`src/rtl/servo_arb_pkg.sv`:
```
// Shared encodings for servo_move_arbiter: FSM states, tracked position,
// move-counter width and default duty codes.
package servo_arb_pkg;

    localparam int CNT_W  = 27;
    localparam int DUTY_W = 10;

    localparam int DEF_DUTY_OPEN  = 68;
    localparam int DEF_DUTY_CLOSE = 20;
    localparam int DEF_DUTY_HOLD  = 45;

    typedef enum logic [1:0] {
        ST_IDLE,
        ST_MOVING,
        ST_SETTLE
    } arb_state_t;

    typedef enum logic [1:0] {
        POS_UNKNOWN = 2'b00,
        POS_OPEN    = 2'b01,
        POS_CLOSED  = 2'b10
    } pos_t;

    // Requested direction (1 = close, 0 = open) to the position it ends at.
    function automatic pos_t dir_to_pos(input logic dir);
        return dir ? POS_CLOSED : POS_OPEN;
    endfunction

endpackage

```
`src/rtl/servo_rr_arbiter.sv`:
```
// Combinational round-robin pick: first requester strictly after `last`,
// wrapping to index 0.
module servo_rr_arbiter #(
    parameter int NUM_REQ = 4,
    parameter int IDX_W   = $clog2(NUM_REQ)
) (
    input  logic [NUM_REQ-1:0] req,
    input  logic [IDX_W-1:0]   last,
    output logic [NUM_REQ-1:0] winner,
    output logic               valid
);

    logic found;

    // Upper pass covers indices above the pointer, lower pass handles the wrap.
    always_comb begin
        winner = '0;
        found  = 1'b0;
        for (int unsigned i = 0; i < NUM_REQ; i++) begin
            if (!found && req[i] && (i > 32'(last))) begin
                winner[i] = 1'b1;
                found     = 1'b1;
            end
        end
        for (int unsigned i = 0; i < NUM_REQ; i++) begin
            if (!found && req[i]) begin
                winner[i] = 1'b1;
                found     = 1'b1;
            end
        end
        valid = |req;
    end

endmodule

```
`src/rtl/servo_move_arbiter.sv`:
```
// Round-robin arbiter granting exclusive servo moves; drives duty code and tracks position.
// Optional SERVO_ARB_INPUT_FILTER_EN: 2-flop sync + 3-sample filter on req/req_dir (+4 cycles).
module servo_move_arbiter
    import servo_arb_pkg::*;
#(
    parameter int NUM_REQ     = 4,
    parameter int MOVE_CYCLES = 80000000,
    parameter int DUTY_OPEN   = DEF_DUTY_OPEN,
    parameter int DUTY_CLOSE  = DEF_DUTY_CLOSE,
    parameter int DUTY_HOLD   = DEF_DUTY_HOLD
) (
    input  logic               clk25mhz,
    input  logic               reset,
    input  logic [NUM_REQ-1:0] req,
    input  logic [NUM_REQ-1:0] req_dir,
    output logic [NUM_REQ-1:0] gnt,
    output logic [NUM_REQ-1:0] done,
    output logic               busy,
    output logic [DUTY_W-1:0]  duty_cycle,
    output logic [1:0]         pos
);

    localparam int IDX_W = $clog2(NUM_REQ);

    localparam logic [CNT_W-1:0]  CNT_LAST = CNT_W'(MOVE_CYCLES - 1);
    localparam logic [DUTY_W-1:0] OPEN_C   = DUTY_W'(DUTY_OPEN);
    localparam logic [DUTY_W-1:0] CLOSE_C  = DUTY_W'(DUTY_CLOSE);
    localparam logic [DUTY_W-1:0] HOLD_C   = DUTY_W'(DUTY_HOLD);

    logic [NUM_REQ-1:0] arb_req;
    logic [NUM_REQ-1:0] arb_dir;

`ifdef SERVO_ARB_INPUT_FILTER_EN
    logic [NUM_REQ-1:0] req_s1, req_s2, req_h1, req_h2;
    logic [NUM_REQ-1:0] dir_s1, dir_s2;

    always_ff @(posedge clk25mhz) begin
        if (reset) begin
            req_s1 <= '0;
            req_s2 <= '0;
            req_h1 <= '0;
            req_h2 <= '0;
            dir_s1 <= '0;
            dir_s2 <= '0;
        end else begin
            req_s1 <= req;
            req_s2 <= req_s1;
            req_h1 <= req_s2;
            req_h2 <= req_h1;
            dir_s1 <= req_dir;
            dir_s2 <= dir_s1;
        end
    end

    // The synchronizer output is the newest of the three filter samples.
    assign arb_req = req_s2 & req_h1 & req_h2;
    assign arb_dir = dir_s2;
`else
    assign arb_req = req;
    assign arb_dir = req_dir;
`endif

    arb_state_t         state, state_nxt;
    logic [CNT_W-1:0]   cnt, cnt_nxt;
    logic [NUM_REQ-1:0] gnt_nxt, done_nxt;
    logic               busy_nxt;
    logic [DUTY_W-1:0]  duty_nxt;
    logic [1:0]         pos_nxt;
    logic               dir_q, dir_nxt;
    logic [IDX_W-1:0]   last_idx, last_nxt;

    logic [NUM_REQ-1:0] win_onehot;
    logic               win_valid;
    logic [IDX_W-1:0]   win_idx;

    servo_rr_arbiter #(
        .NUM_REQ (NUM_REQ),
        .IDX_W   (IDX_W)
    ) u_rr (
        .req    (arb_req),
        .last   (last_idx),
        .winner (win_onehot),
        .valid  (win_valid)
    );

    always_comb begin
        win_idx = '0;
        for (int unsigned i = 0; i < NUM_REQ; i++) begin
            if (win_onehot[i]) win_idx = IDX_W'(i);
        end
    end

    always_ff @(posedge clk25mhz) begin
        if (reset) begin
            state      <= ST_IDLE;
            cnt        <= '0;
            gnt        <= '0;
            done       <= '0;
            busy       <= 1'b0;
            duty_cycle <= HOLD_C;
            pos        <= POS_UNKNOWN;
            dir_q      <= 1'b0;
            last_idx   <= IDX_W'(NUM_REQ - 1);
        end else begin
            state      <= state_nxt;
            cnt        <= cnt_nxt;
            gnt        <= gnt_nxt;
            done       <= done_nxt;
            busy       <= busy_nxt;
            duty_cycle <= duty_nxt;
            pos        <= pos_nxt;
            dir_q      <= dir_nxt;
            last_idx   <= last_nxt;
        end
    end

    always_comb begin
        state_nxt = state;
        cnt_nxt   = cnt;
        gnt_nxt   = gnt;
        dir_nxt   = dir_q;
        last_nxt  = last_idx;
        pos_nxt   = pos;

        // IDLE first grants, then on the following cycle routes on the latched direction.
        unique case (state)
            ST_IDLE: begin
                cnt_nxt = '0;
                if (gnt == '0) begin
                    if (win_valid) begin
                        gnt_nxt  = win_onehot;
                        dir_nxt  = |(arb_dir & win_onehot);
                        last_nxt = win_idx;
                    end
                end else if (dir_to_pos(dir_q) == pos) begin
                    state_nxt = ST_SETTLE;
                end else begin
                    state_nxt = ST_MOVING;
                end
            end
            ST_MOVING: begin
                if (cnt == CNT_LAST) state_nxt = ST_SETTLE;
                else                 cnt_nxt   = cnt + 1'b1;
            end
            ST_SETTLE: begin
                state_nxt = ST_IDLE;
                gnt_nxt   = '0;
            end
            default: begin
                state_nxt = ST_IDLE;
                gnt_nxt   = '0;
            end
        endcase

        // Outputs are registered against the state being entered.
        busy_nxt = (state_nxt != ST_IDLE);
        done_nxt = (state_nxt == ST_SETTLE) ? gnt_nxt : '0;
        duty_nxt = HOLD_C;
        if (state_nxt == ST_MOVING) duty_nxt = dir_nxt ? CLOSE_C : OPEN_C;
        if (state_nxt == ST_SETTLE) pos_nxt  = dir_to_pos(dir_nxt);
    end

endmodule

```
`config.mk`:
```
export PLATFORM = sky130hd
export DESIGN_NAME = servo_move_arbiter
export DESIGN_NICKNAME = d
export VERILOG_FILES = /design/src/rtl/servo_arb_pkg.sv /design/src/rtl/servo_rr_arbiter.sv /design/src/rtl/servo_move_arbiter.sv
export SDC_FILE = /design/constraint.sdc
export NUM_CORES = 1
export LEC_CHECK = 0
export ABC_AREA = 1
export CELL_PAD_IN_SITES_DETAIL_PLACEMENT = 1
export CELL_PAD_IN_SITES_GLOBAL_PLACEMENT = 2
export CORE_MARGIN = 3
export CORE_UTILIZATION = 33
export DETAILED_ROUTE_END_ITERATION = 6
export MAX_ROUTING_LAYER = met4
export PLACE_DENSITY_LB_ADDON = 0.05
export SYNTH_ARGS = -nofsm -noshare
export SYNTH_HDL_FRONTEND = slang
export SYNTH_SLANG_ARGS = --single-unit
```
`constraint.sdc`:
```
create_clock -name clk25mhz -period 5.12 [get_ports clk25mhz]
set_input_delay 1.024 -clock clk25mhz [delete_from_list [all_inputs] [get_ports clk25mhz]]
set_output_delay 1.024 -clock clk25mhz [all_outputs]
set_load 0.03 [all_outputs]
```
==> After elaboration in Yosys (flattened, before gate mapping) <==
Cells that the tools add are included.
W data, S select, Z words.
{ "op_classes": {"n_addsub": 1, "n_mul": 0, "div_mod_pow": 0, "magnitude_cmp": 3, "eq_ne": 6, "shift": 0, "n_mux": 30, "n_bitwise": 3, "reduce_logical": 25} }
{ "ops": {"columns": ["operator", "n"], "rows": [
  ["$pmux W27 S2", 1],
  ["$add A27 B1 Y27 const B", 1],
  ["$eq A27 B27 Y1 const B", 1],
  ["$mux W27", 1],
  ["$mux W1", 16],
  ["$mux W2", 7],
  ["$logic_and A1 B1 Y1", 9],
  ["$mux W4", 2],
  ["$pmux W4 S2", 1],
  ["$reduce_or A4 Y1", 2],
  ["$mux W7", 1],
  ["$logic_not A1 Y1", 6],
  ["$and A4 B4 Y4", 1],
  ["$eq A2 B1 Y1 const B", 2],
  ["$gt A2 B2 Y1 const A", 2],
  ["$logic_not A4 Y1", 1],
  ["$pmux W2 S2", 1],
  ["$reduce_bool A2 Y1", 2],
  ["$reduce_or A2 Y1", 2],
  ["$reduce_and A3 Y1", 1],
  ["$eq A2 B2 Y1", 1],
  ["$eq A2 B2 Y1 const B", 1],
  ["$gt A1 B2 Y1 const A", 1],
  ["$logic_not A2 Y1", 1],
  ["3 further kinds", 4]
]} }
{ "word_totals": {"reg_bits": 53, "latchBits": 0, "mem_bits_rw": 0, "mem_bits_ro": 0, "in_bits": 10, "out_inout_bits": 21, "elab_cells": 77, "mem_count": 0} }

==> Depth between registers and ports, before layout <==
Gate-level depths: netlist (run 1).
{ "logic_depth": {"word_depth": 29, "ltp_mapped": 12} }

==> Modules after synthesis <==
From an unflattened synthesis (run 1), not the netlist that was laid out.
{ "unflattened": {"cells_unflattened": 413, "hier_area_um2": 2620.0} }
{ "modules_own_cells": {"columns": ["mod", "instances", "cells_per_inst", "area_per_inst_um2", "seq_area_each_um2"], "rows": [
  ["servo_move_arbiter", 1, 390, 2514.9, 920.9],
  ["servo_rr_arbiter", 1, 23, 105.1, 0.0]
]} }

==> Least setup slack after synthesis (run 1) <==
No wires, ideal clock.
{ "synth_path": {"path_type": "input port to flip-flop", "start": "in req[2]", "end": "reg pos[0]", "setup_time_ns": 0.070, "arrival_ns": 1.908, "required_ns": 5.050, "path_slack_ns": 3.141, "stages": 9, "path_buffers": 0, "path_cell_list": "inv_1 -> and3_1 -> nor2_2 -> nand2_1 -> nor2_1 -> nand3_1 -> nand2_1 -> nand2_1 -> a21oi_1"} }
{ "synth_via": {"elab_chain_len": 25} }
{ "synth_lines": {"columns": ["element", "line_no", "source"], "rows": [
  ["start: declaration", "servo_move_arbiter.sv:14", "input logic [NUM_REQ-1:0] req,"],
  ["$logic_and A1 B1 Y1 (2 in series)", "servo_rr_arbiter.sv:20", "if (!found && req[i] && (i > 32'(last))) begin"],
  ["$mux W1", "servo_rr_arbiter.sv:20", null],
  ["$logic_not A1 Y1", "servo_rr_arbiter.sv:20", null],
  ["$logic_and A1 B1 Y1 (2 in series)", "servo_rr_arbiter.sv:20", null],
  ["$mux W1", "servo_rr_arbiter.sv:20", null],
  ["$logic_not A1 Y1", "servo_rr_arbiter.sv:26", "if (!found && req[i]) begin"],
  ["$logic_and A1 B1 Y1", "servo_rr_arbiter.sv:26", null],
  ["$mux W1", "servo_rr_arbiter.sv:26", null],
  ["[... 7 more ...]", null, null],
  ["$logic_and A1 B1 Y1", "servo_rr_arbiter.sv:26", null],
  ["$mux W1", "servo_rr_arbiter.sv:26", null],
  ["$and A4 B4 Y4", "servo_move_arbiter.sv:132", "dir_nxt = |(arb_dir & win_onehot);"],
  ["$reduce_or A4 Y1", "servo_move_arbiter.sv:132", null],
  ["$mux W1 *", "servo_move_arbiter.sv:130", "if (win_valid) begin"],
  ["$mux W1 *", "servo_move_arbiter.sv:129", "if (gnt == '0) begin"],
  ["$mux W1 *", "servo_move_arbiter.sv:126", "unique case (state)"],
  ["$mux W2 *", "servo_arb_pkg.sv:26", "return dir ? POS_CLOSED : POS_OPEN;"],
  ["end signal: assignment", "servo_move_arbiter.sv:111", "pos <= pos_nxt;"],
  ["end: declaration", "servo_move_arbiter.sv:20", "output logic [1:0] pos"]
]} }
Mark *: on every way between the ends. The rest lies on a longest branch, timed or not.
A chain may end at the register's enable or synchronous reset.

==> Final worst setup path (run 1) <==
Ends and elaborated chain as after synthesis.

==> run summary, run 1 <==
Placed cell count -> 496
CTS max path bufs -> 2
Period utilization -> 49.4%
Final Setup Violations -> 0
Final-layout fill cell count -> 969
Worst min-delay path category -> reg2reg
Async SR Flop Fraction -> 0%
Clock power share -> 19.9%
Fmax achieved -> 395 MHz
Comb pwr share -> 43.0%
Post-synthesis sequential area ratio -> 36.3%
Seq cells post-synth -> 46
Hold_ws -> 0.501 ns
Vias in the first global route -> 2406
Postcts setup bufs -> 0
WS Path Type -> in2reg
Top routing layer in use -> met4
CTS Sinks -> 46
Reg area -> 921 um^2
CP arrival -> 2.77 ns
Max-slew violations -> 0
WL met3 -> 137 um
Core Rows -> 31
Die width -> 93.7 um
Clock Skew -> 0.00581 ns
Final Util -> 39.7%
All-Layer GR Usage -> 18.0%
Drt drc -> 0
Antenna Nets Post-Route -> 0
Total inserted antenna cells -> 0
TritonCTS buffer count -> 5
Vias/cell -> 4.82
Int Pwr -> 666 uW
Reg clk slew, reported paths -> 0.10 ns
Layout cells sized above 1 -> 7.16%
Antenna violations before repair -> 0
Final Hold Viols -> 0
Max Cap Viol -> 0
Reg power frac -> 37.0%
Routed wire length -> 7.27 mm
Number of synthesized flops with an enable pin -> 0
Multi-input gate area -> 1350 um^2
CTS tree -> built
Result of the run -> completed
Slew headroom -> 26.6%
Crit path max fanout -> 7
Pre-antenna DRT Iters -> 4
H-tree levels -> 2
Critical path's top delay family -> simple AND/OR/NAND/NOR gates
Grt total ovfl -> 0
# nets final -> 415
Wirelength per Cell -> 14.4 um
Placed standard-cell area -> 2830 um^2
Routability cong. -> 0.795
Boundary pin count -> 31
Sw Pwr -> 536 uW
Mapped Area -> 2540 um^2
CP max stage cell -> clkdlybuf4s50_1
CORE AREA -> 7370 um^2
Sw Ratio -> 44.6%
Port buffer count -> 25
Synth Area per Inst -> 6.63 um^2
Hold_buf cts -> 0
Synthesis-to-layout area growth -> 15.3%
Clk root buf -> clkbuf_8
Buf+Inv Stages, Crit Path -> 2
Lkg Pwr -> 1.20 nW
HPWL after DPL -> 5.59 mm
Initial Util -> 34.4%
Largest net degree at the start of global routing -> 25
DRT met1 WL -> 3.74 mm
Fin area -> 2930 um^2
Mapped Cells -> 383
Pwr Density -> 411 nW/um^2
Met2 wire len -> 3.30 mm
Ys flop type -> dfxtp_1
Final Non-Filler Cells -> 504
Worst-margin pin slew -> 1.10 ns
Cell repeated most along the worst path -> nand2_1
Critical-path cell list -> clkdlybuf4s50_1 > inv_1 > and3_1 > nor2_2 > nand2_1 > nor2_1 > nand3_1 > nand2_1 > nand2_1 > a21oi_1
Final setup TNS -> 0 ns
Die ar. -> 8780 um^2
Synth unique cells -> 39
Nature of the critical path endpoint -> register
Die height -> 93.7 um
R2r setup slk -> 2.99 ns
Initial DRC Count -> 65
Critical Path Max Stage Delay -> 0.56 ns
Post-CTS Resized -> 0
Worst EP required -> 5.36 ns
Final min period -> 2.53 ns
Via Count -> 2428
Synth Warn # -> 0
Latest clock arrival within the worst-skew pair -> 0.30 ns
First-pass GRT wire length -> 12.1 mm
Worst setup SP type -> primary input
RSZ-0062 raised after global routing -> no
VDD IR max -> 0.000210 V
## synthesized netlist by cell type, drive strengths merged (3+ instances only)
cell / n / area (um^2)
nand2: 100 / 393
nor2: 54 / 208
dfxtp: 46 / 921
inv: 45 / 169
nand3: 31 / 155
a21oi: 30 / 165
nor3: 14 / 86.3
buf: 11 / 82.6
nand4: 11 / 68.8
o21ai: 8 / 43.8
nand3b: 5 / 50.1
xor2: 5 / 43.8
clkbuf: 4 / 15.0
or2: 3 / 18.8
## cells by family after synthesis
group,count (synthesis),synth area share [%]
XOR/XNOR,6,2.07
buffers and inverters,62,11.0
adder cells (fa/ha/maj),1,0.493
AND/OR/NAND/NOR,220,39.2
AO/OA/AOI/OAI,46,10.7
other,2,0.296
flip-flops,46,36.3
## metal layers
metal	vias up	global-route usage [%]
li1	1258	-
met3	7	2.48
met2	21	27.6
met1	1142	24.9
met5	-	-
met4	0	5.17
## layout by cell type (no fill, tap or decap), types with 2 or more instances in the layout
cell,count
nand2_1,97
nor2_1,52
dfxtp_1,46
inv_1,42
nand3_1,31
a21oi_1,26
clkdlybuf4s50_1,25
nor3_1,12
nand4_1,11
o21ai_0,7
xor2_1,5
conb_1,5
clkbuf_8,5
nand3b_1,4
a21oi_2,4
inv_2,3
nand2_4,2
clkinv_4,2
nor2_2,2
or2_2,2
o2111ai_1,2
a22oi_1,2
## power groups by stage
stage          sequential [mW]  clock, mW  combinational [mW]
5_1_grt                  0.455      0.267               0.577
3_3_place_gp             0.453          0               0.519
2_1_floorplan            0.513          0               0.294
4_1_cts                  0.447      0.254               0.525
3_5_place_dp             0.455          0               0.525
6_report                 0.445      0.240               0.517
## worst paths after layout
kind / endpoint / from / cells after the start
worst max-delay path: pos[0] / req[2] / 10
worst min-delay path: cnt[3] / cnt[3] / 2
worst max register to register: busy / cnt[0] / 10
worst min register to register: cnt[3] / cnt[3] / 2
## state kept, by name, indices dropped and copies added (netlist names)
signal	cells
busy	1
cnt	27
dir_q	1
done	4
duty_cycle	3
gnt	4
last_idx	2
pos	2
state	2
## through the flow
stage          setup WS (ns)  power, mW
2_1_floorplan           3.14      0.808
3_3_place_gp            2.35      0.972
3_5_place_dp            2.28      0.980
4_1_cts                 2.61       1.23
5_1_grt                 2.42       1.30
6_report                2.59       1.20
## tightest hold or removal path, delay by kind of cell (launching register included)
family | cells | cell delay (ns)
AO/OA/AOI/OAI | 1 | 0.05
flip-flops | 1 | 0.34
AND/OR/NAND/NOR | 1 | 0.07
## cell type report
| type | instances | share of cell area (%) |
|---|---|---|
| Timing Repair Buffer | 26 | 8.81 |
| Tap cell | 99 | 4.23 |
| Multi-Input combinational cell | 278 | 46.0 |
| Clock inverter | 3 | 0.855 |
| Sequential cell | 46 | 31.5 |
| Clock buffer | 5 | 2.35 |
| Inverter | 47 | 6.24 |
No activity file was read; power rests on OpenSTA's default activity.
==> inputs of run 2 (changes only) <==
--- a/config.mk
+++ b/config.mk
@@ -9,7 +9,7 @@
 export CELL_PAD_IN_SITES_DETAIL_PLACEMENT = 1
 export CELL_PAD_IN_SITES_GLOBAL_PLACEMENT = 2
 export CORE_MARGIN = 3
-export CORE_UTILIZATION = 33
+export CORE_UTILIZATION = 27
 export DETAILED_ROUTE_END_ITERATION = 6
 export MAX_ROUTING_LAYER = met4
 export PLACE_DENSITY_LB_ADDON = 0.05
==> constraint.sdc (replaced) <==
create_clock -name clk25mhz -period 2.1 [get_ports clk25mhz]
set_input_delay 0.42 -clock clk25mhz [delete_from_list [all_inputs] [get_ports clk25mhz]]
set_output_delay 0.42 -clock clk25mhz [all_outputs]
set_load 0.03 [all_outputs]
==> run summary, run 2 (synthesis gave the netlist of run 1 again) <==
Result of the run -> completed
WS Path Type -> reg2reg
Hold_buf cts -> 0 (unchanged)
Vias in the first global route -> 2469 (+2.6%)
Antenna Nets Post-Route -> 0 (unchanged)
Pre-CTS setup slack -> 0.0206 ns (-2.26 ns)
WL met3 -> 160 um (+17%)
Worst r2r src -> cnt[1]
Die ar. -> 10600 um^2 (+21%)
Final Setup Violations -> 0 (unchanged)
Reg with most FFs -> cnt
H-tree levels -> 2 (unchanged)
Largest net degree at the start of global routing -> 23 (-8.0%)
CORE AREA -> 8930 um^2 (+21%)
DRT met1 WL -> 4.08 mm (+8.9%)
Max FFs per register -> 27 (unchanged)
Max Cap Viol -> 0 (unchanged)
Die width -> 103 um (+9.9%)
All-Layer GR Usage -> 15.9% (-2.1 points)
Initial DRC Count -> 48 (-26%)
Pre-antenna DRT Iters -> 4 (unchanged)
Drt drc -> 0 (unchanged)
Fmax achieved -> 535 MHz
Final Worst Setup Slack -> 0.230 ns (-2.36 ns)
Largest registers -> cnt: 27 flops, done: 4 flops, gnt: 4 flops
Initial Util -> 28.4% (-6.0 points)
# nets final -> 424 (+2.2%)
Top routing layer in use -> met4
Vias/cell -> 4.80 (-0.47%)
Final setup TNS -> 0 ns (unchanged)
Worst min-delay path category -> reg2reg
Most frequent cells in the layout -> nand2_1, nor2_1, dfxtp_1, inv_1, nand3_1
R2r endpoint -> cnt[26]
CTS Sinks -> 46 (unchanged)
Routability cong. -> 0.886 (+11%)
First-pass GRT wire length -> 12.7 mm (+5.2%)
TritonCTS buffer count -> 5 (unchanged)
Core Rows -> 34 (+9.7%)
Nature of the critical path endpoint -> register
Clk root buf -> clkbuf_8
Die height -> 103 um (+9.9%)
Reg2Reg Depth -> 10 (unchanged)
Total inserted antenna cells -> 0 (unchanged)
Met2 wire len -> 3.40 mm (+3.0%)
Port buffer count -> 25 (unchanged)
Worst setup SP type -> register
Boundary pin count -> 31 (unchanged)
Clock Skew -> 0.0111 ns (+0.00529 ns)
Routed wire length -> 7.69 mm (+5.8%)
Max-slew violations -> 0 (unchanged)
CTS max path bufs -> 2 (unchanged)
RSZ-0062 raised after global routing -> no
CTS tree -> built
Wirelength per Cell -> 14.7 um (+2.1%)
Layout cells sized above 1 -> 9.66% (+2.5 points)
Pwr Density -> 1020 nW/um^2 (+150%)
Most common cell after layout, fill and taps aside -> nand2_1
R2r setup slk -> 0.23 ns (-2.76 ns)
Worst Setup EP -> cnt[26]
Setup crit start -> cnt[1]
Final Hold Viols -> 0 (unchanged)
Grt total ovfl -> 0 (unchanged)
Antenna violations before repair -> 0 (unchanged)
Crit path max fanout -> 4 (-3)
Latest clock arrival within the worst-skew pair -> 0.31 ns (about the same)
Via Count -> 2503 (+3.1%)
Worst EP required -> 2.31 ns (-3.05 ns)
Lkg Pwr -> 1.25 nW (+4.6%)
Final min period -> 1.87 ns
Synthesis-to-layout area growth -> 19.8%
Period utilization -> 89.0%
CP arrival -> 2.08 ns (-0.69 ns)
VDD IR max -> 0.000443 V (+110%)
HPWL after DPL -> 6.02 mm (+7.7%)
Reg clk slew, reported paths -> 0.10 ns (about the same)
[run 2: cell count changes in the layout (fill, tap and decap cells not counted)]
cell	change
buf_4	+9
bufinv_16	+1
clkbuf_1	+1
clkinv_4	-1
inv_6	-1
nand2_1	-1
nand2_2	+1
nand3_1	-1
nand3_2	+1
nor2_1	-1
nor2_2	+1
o21ai_2	-1
o21ai_4	+1
[run 2: critical path, cell delays in order (launching register included)]
cell	delay [ns]
dfxtp_1	0.40
ha_1	0.20
nand2_1	0.09
nor2_2	0.13
nand2_2	0.12
nor2_1	0.22
nand3_2	0.19
nor2_1	0.20
nand3_1	0.10
nand2_1	0.08
nor2_1	0.04
[run 2: stage by stage]
step / std cells / hold WS [ns] / power [mW] / util [%] / cell area (um^2)
floorplan: 386 / 0.460 / 1.97 / - / 2550
global placement: 514 / 0.478 / 2.44 / 32.6 / 2910
detailed placement: 514 / 0.492 / 2.44 / 32.6 / 2910
CTS: 522 / 0.504 / 3.13 / 33.8 / 3020
global route: 522 / 0.528 / 3.32 / 34.0 / 3040
finish: 522 / 0.496 / 3.09 / 34.0 / 3040
[run 2: power breakdown]
part	switching, mW	total [mW]	leakage (nW)	internal [mW]
clock network	0.326	0.682	0.0514	0.356
logic	0.900	1.33	0.827	0.434
registers	0.0742	1.07	0.373	0.999
total	1.30	3.09	1.25	1.79
[run 2: worst min path at each step]
stage | startpoint | end | slack, ns | cells past startpoint
2_1_floorplan | cnt[3] | cnt[3] | 0.46 | 2
3_3_place_gp | cnt[3] | cnt[3] | 0.48 | 2
3_5_place_dp | cnt[3] | cnt[3] | 0.49 | 2
4_1_cts | cnt[3] | cnt[3] | 0.50 | 2
5_1_grt | cnt[3] | cnt[3] | 0.53 | 2
6_report | cnt[3] | cnt[3] | 0.50 | 2
[run 2: repair_timing]
action,4_1_cts,5_1_grt
endpoints found under the setup margin,0,13
resized for setup,0,4
setup buffers,0,0
[run 2: area by class of cell]
type / count / area, um^2
tap: 108 / 135
timing repair buffer: 35 / 325
multi-input combinational: 278 / 1370
fill: 1142 / 5890
clock buffer: 6 / 72.6
sequential: 46 / 921
clock inverter: 2 / 37.5
inverter: 47 / 183
[run 2: per-layer routing]
metal  up-vias  global-route usage, %
met2        27                   23.6
met4         0                   3.88
met1      1186                   22.6
met3         5                   2.44
met5         -                      -
li1       1285                      -
==> inputs of run 3 (changes only) <==
--- a/config.mk
+++ b/config.mk
@@ -6,10 +6,10 @@
 export NUM_CORES = 1
 export LEC_CHECK = 0
 export ABC_AREA = 1
+export CAP_MARGIN = 20
 export CELL_PAD_IN_SITES_DETAIL_PLACEMENT = 1
 export CELL_PAD_IN_SITES_GLOBAL_PLACEMENT = 2
-export CORE_MARGIN = 3
-export CORE_UTILIZATION = 27
+export CORE_UTILIZATION = 30
 export DETAILED_ROUTE_END_ITERATION = 6
 export MAX_ROUTING_LAYER = met4
 export PLACE_DENSITY_LB_ADDON = 0.05
==> constraint.sdc (replaced) <==
create_clock -name clk25mhz -period 1.75 [get_ports clk25mhz]
set_input_delay 0.35 -clock clk25mhz [delete_from_list [all_inputs] [get_ports clk25mhz]]
set_output_delay 0.35 -clock clk25mhz [all_outputs]
set_load 0.03 [all_outputs]
==> run summary, run 3 (synthesis gave the netlist of run 1 again) <==
Failing checks -> DRC
First-pass GRT wire length -> 12.9 mm (+1.7%)
CP max stage cell -> clkdlybuf4s50_1
Sw Pwr -> 1.81 mW (+39%)
Initial DRC Count -> 72 (+50%)
Antenna Nets Post-Route -> 0 (unchanged)
Most frequent cells in the layout -> nand2_1, nor2_1, dfxtp_1, buf_4, inv_1
Placed standard-cell area -> 3150 um^2 (+8.1%)
Int Pwr -> 2.25 mW (+26%)
Die height -> 94.0 um (-8.7%)
Reg power frac -> 31.7% (-3.0 points)
TritonCTS buffer count -> 5 (unchanged)
CORE AREA -> 8220 um^2 (-8.0%)
All-Layer GR Usage -> 19.8% (+3.9 points)
Pre-antenna DRT Iters -> 6 (+2)
VDD IR max -> 0.000620 V (+40%)
Final min period -> 1.70 ns
Max-slew violations -> 0 (unchanged)
Routed wire length -> 8.31 mm (+8.0%)
Sw Ratio -> 44.6% (+2.5 points)
Reg with most FFs -> cnt
Reg clk slew, reported paths -> 0.10 ns (about the same)
CTS max path bufs -> 2 (unchanged)
Antenna violations before repair -> 0 (unchanged)
Worst setup SP type -> register
Final Setup Violations -> 0 (unchanged)
Die width -> 94.0 um (-8.7%)
Most common cell after layout, fill and taps aside -> nand2_1
Via Count -> 2660 (+6.3%)
Critical Path Max Stage Delay -> 0.68 ns (+0.28 ns)
Comb pwr share -> 50.5% (+7.3 points)
Worst-margin pin slew -> 0.507 ns
CTS Sinks -> 46 (unchanged)
Pwr Density -> 1170 nW/um^2 (+16%)
HPWL after DPL -> 6.33 mm (+5.1%)
Crit path max fanout -> 3 (-1)
H-tree levels -> 2 (unchanged)
Largest net degree at the start of global routing -> 18 (-22%)
Critical path's top delay family -> buffers and inverters
Period utilization -> 97.0%
Latest clock arrival within the worst-skew pair -> 0.31 ns (about the same)
Wirelength per Cell -> 14.9 um (+1.4%)
Die ar. -> 8830 um^2 (-17%)
Total inserted antenna cells -> 0 (unchanged)
WS Path Type -> reg2out
Hold_buf cts -> 0 (unchanged)
Critical-path cell list -> clkdlybuf4s50_1
Vias/cell -> 4.78 (-0.23%)
# nets final -> 461 (+8.7%)
Nature of the critical path endpoint -> output port
Grt total ovfl -> 0 (unchanged)
Port buffer count -> 25 (unchanged)
Drt drc -> 2 (+2)
Fin area -> 3460 um^2 (+14%)
Result of the run -> finished with violations
Clk root buf -> clkbuf_8
Core Rows -> 33 (-2.9%)
Max Cap Viol -> 0 (unchanged)
Final Hold Viols -> 0 (unchanged)
Worst min-delay path category -> reg2reg
Layout cells sized above 1 -> 22.6% (+13 points)
Vias in the first global route -> 2602 (+5.4%)
Buf+Inv Stages, Crit Path -> 1 (+1)
Boundary pin count -> 31 (unchanged)
Final Non-Filler Cells -> 556 (+6.5%)
Placed cell count -> 543 (+5.6%)
Clock Skew -> 0.00532 ns (-0.00579 ns)
Slew headroom -> 66.1%
CP arrival -> 1.35 ns (-0.73 ns)
RSZ-0062 raised after global routing -> no
Initial Util -> 30.9% (+2.5 points)
Largest registers -> cnt: 27 flops, done: 4 flops, gnt: 4 flops
Lkg Pwr -> 1.52 nW (+21%)
Fmax achieved -> 589 MHz
Synthesis-to-layout area growth -> 36.2%
Max FFs per register -> 27 (unchanged)
Worst EP required -> 1.40 ns (-0.91 ns)
Clock power share -> 17.8% (-4.3 points)
Routability cong. -> 0.790 (-11%)
Final-layout fill cell count -> 1059 (-7.3%)
CTS tree -> built
## run 3: cell count changes in the layout (fill, tap and decap cells not counted), moves of 4 or more
cell / before / now
nor2_1: 51 / 45
buf_4: 10 / 43
nor3_2: 1 / 5
dlymetal6s2s_1: 0 / 5
nor3_1: 12 / 8
clkdlybuf4s50_1: 25 / 19
inv_6: 0 / 6
## run 3: cell type report
cell class                 count  area, um^2  area share [%]
sequential                    46         925            26.7
timing repair inverter         2        17.5           0.507
tap                          105         131            3.80
multi-input combinational    279        1490            43.0
timing repair buffer          69         604            17.5
inverter                      47         196            5.68
clock buffer                   5        68.8            1.99
clock inverter                 3        26.3           0.760
## run 3: worst paths after layout
check	start	to	slack (ns)	depth (start not counted)
worst max-delay path	pos[1]	pos[1]	0.05	1
worst min-delay path	cnt[8]	cnt[8]	0.50	2
worst max register to register	cnt[12]	cnt[22]	0.08	8
worst min register to register	cnt[8]	cnt[8]	0.50	2
## run 3: layer usage
layer	share of wire [%]	track usage (%)	wire length, um
met4	0.76	3.85	63
met2	47	32.0	3940
met3	1.5	3.16	123
met5	0	-	0
met1	50	26.3	4180
## run 3: power groups by stage
stage               sequential (mW)  combinational [mW]  clock (mW)
global placement               1.31                1.79           0
floorplan                      1.50               0.861           0
CTS                            1.29                1.82       0.752
global route                   1.31                2.24       0.803
detailed placement             1.31                1.81           0
finish                         1.29                2.05       0.724
## run 3: timing repair
item / 4_1_cts / 5_1_grt
endpoints found under the hold margin: 0 / 0
endpoints found under the setup margin: 11 / 39
gates cloned: 0 / 3
gates resized for setup: 3 / 43
pin swaps: 0 / 4
buffers inserted: 0 / 2
## run 3: metrics by stage
stage | power (mW) | TNS (ns) | utilization [%] | setup WS [ns] | hold slack (ns)
after floorplan | 2.36 | 0 | - | 0.0484 | 0.419
after global placement | 3.10 | -1.47 | 38.3 | -0.176 | 0.475
after detailed placement | 3.13 | -2.61 | 38.3 | -0.301 | 0.494
after CTS | 3.86 | 0 | 39.5 | 0.00963 | 0.506
after global routing | 4.35 | 0 | 42.1 | 0.000185 | 0.532
final | 4.06 | 0 | 42.1 | 0.0517 | 0.498
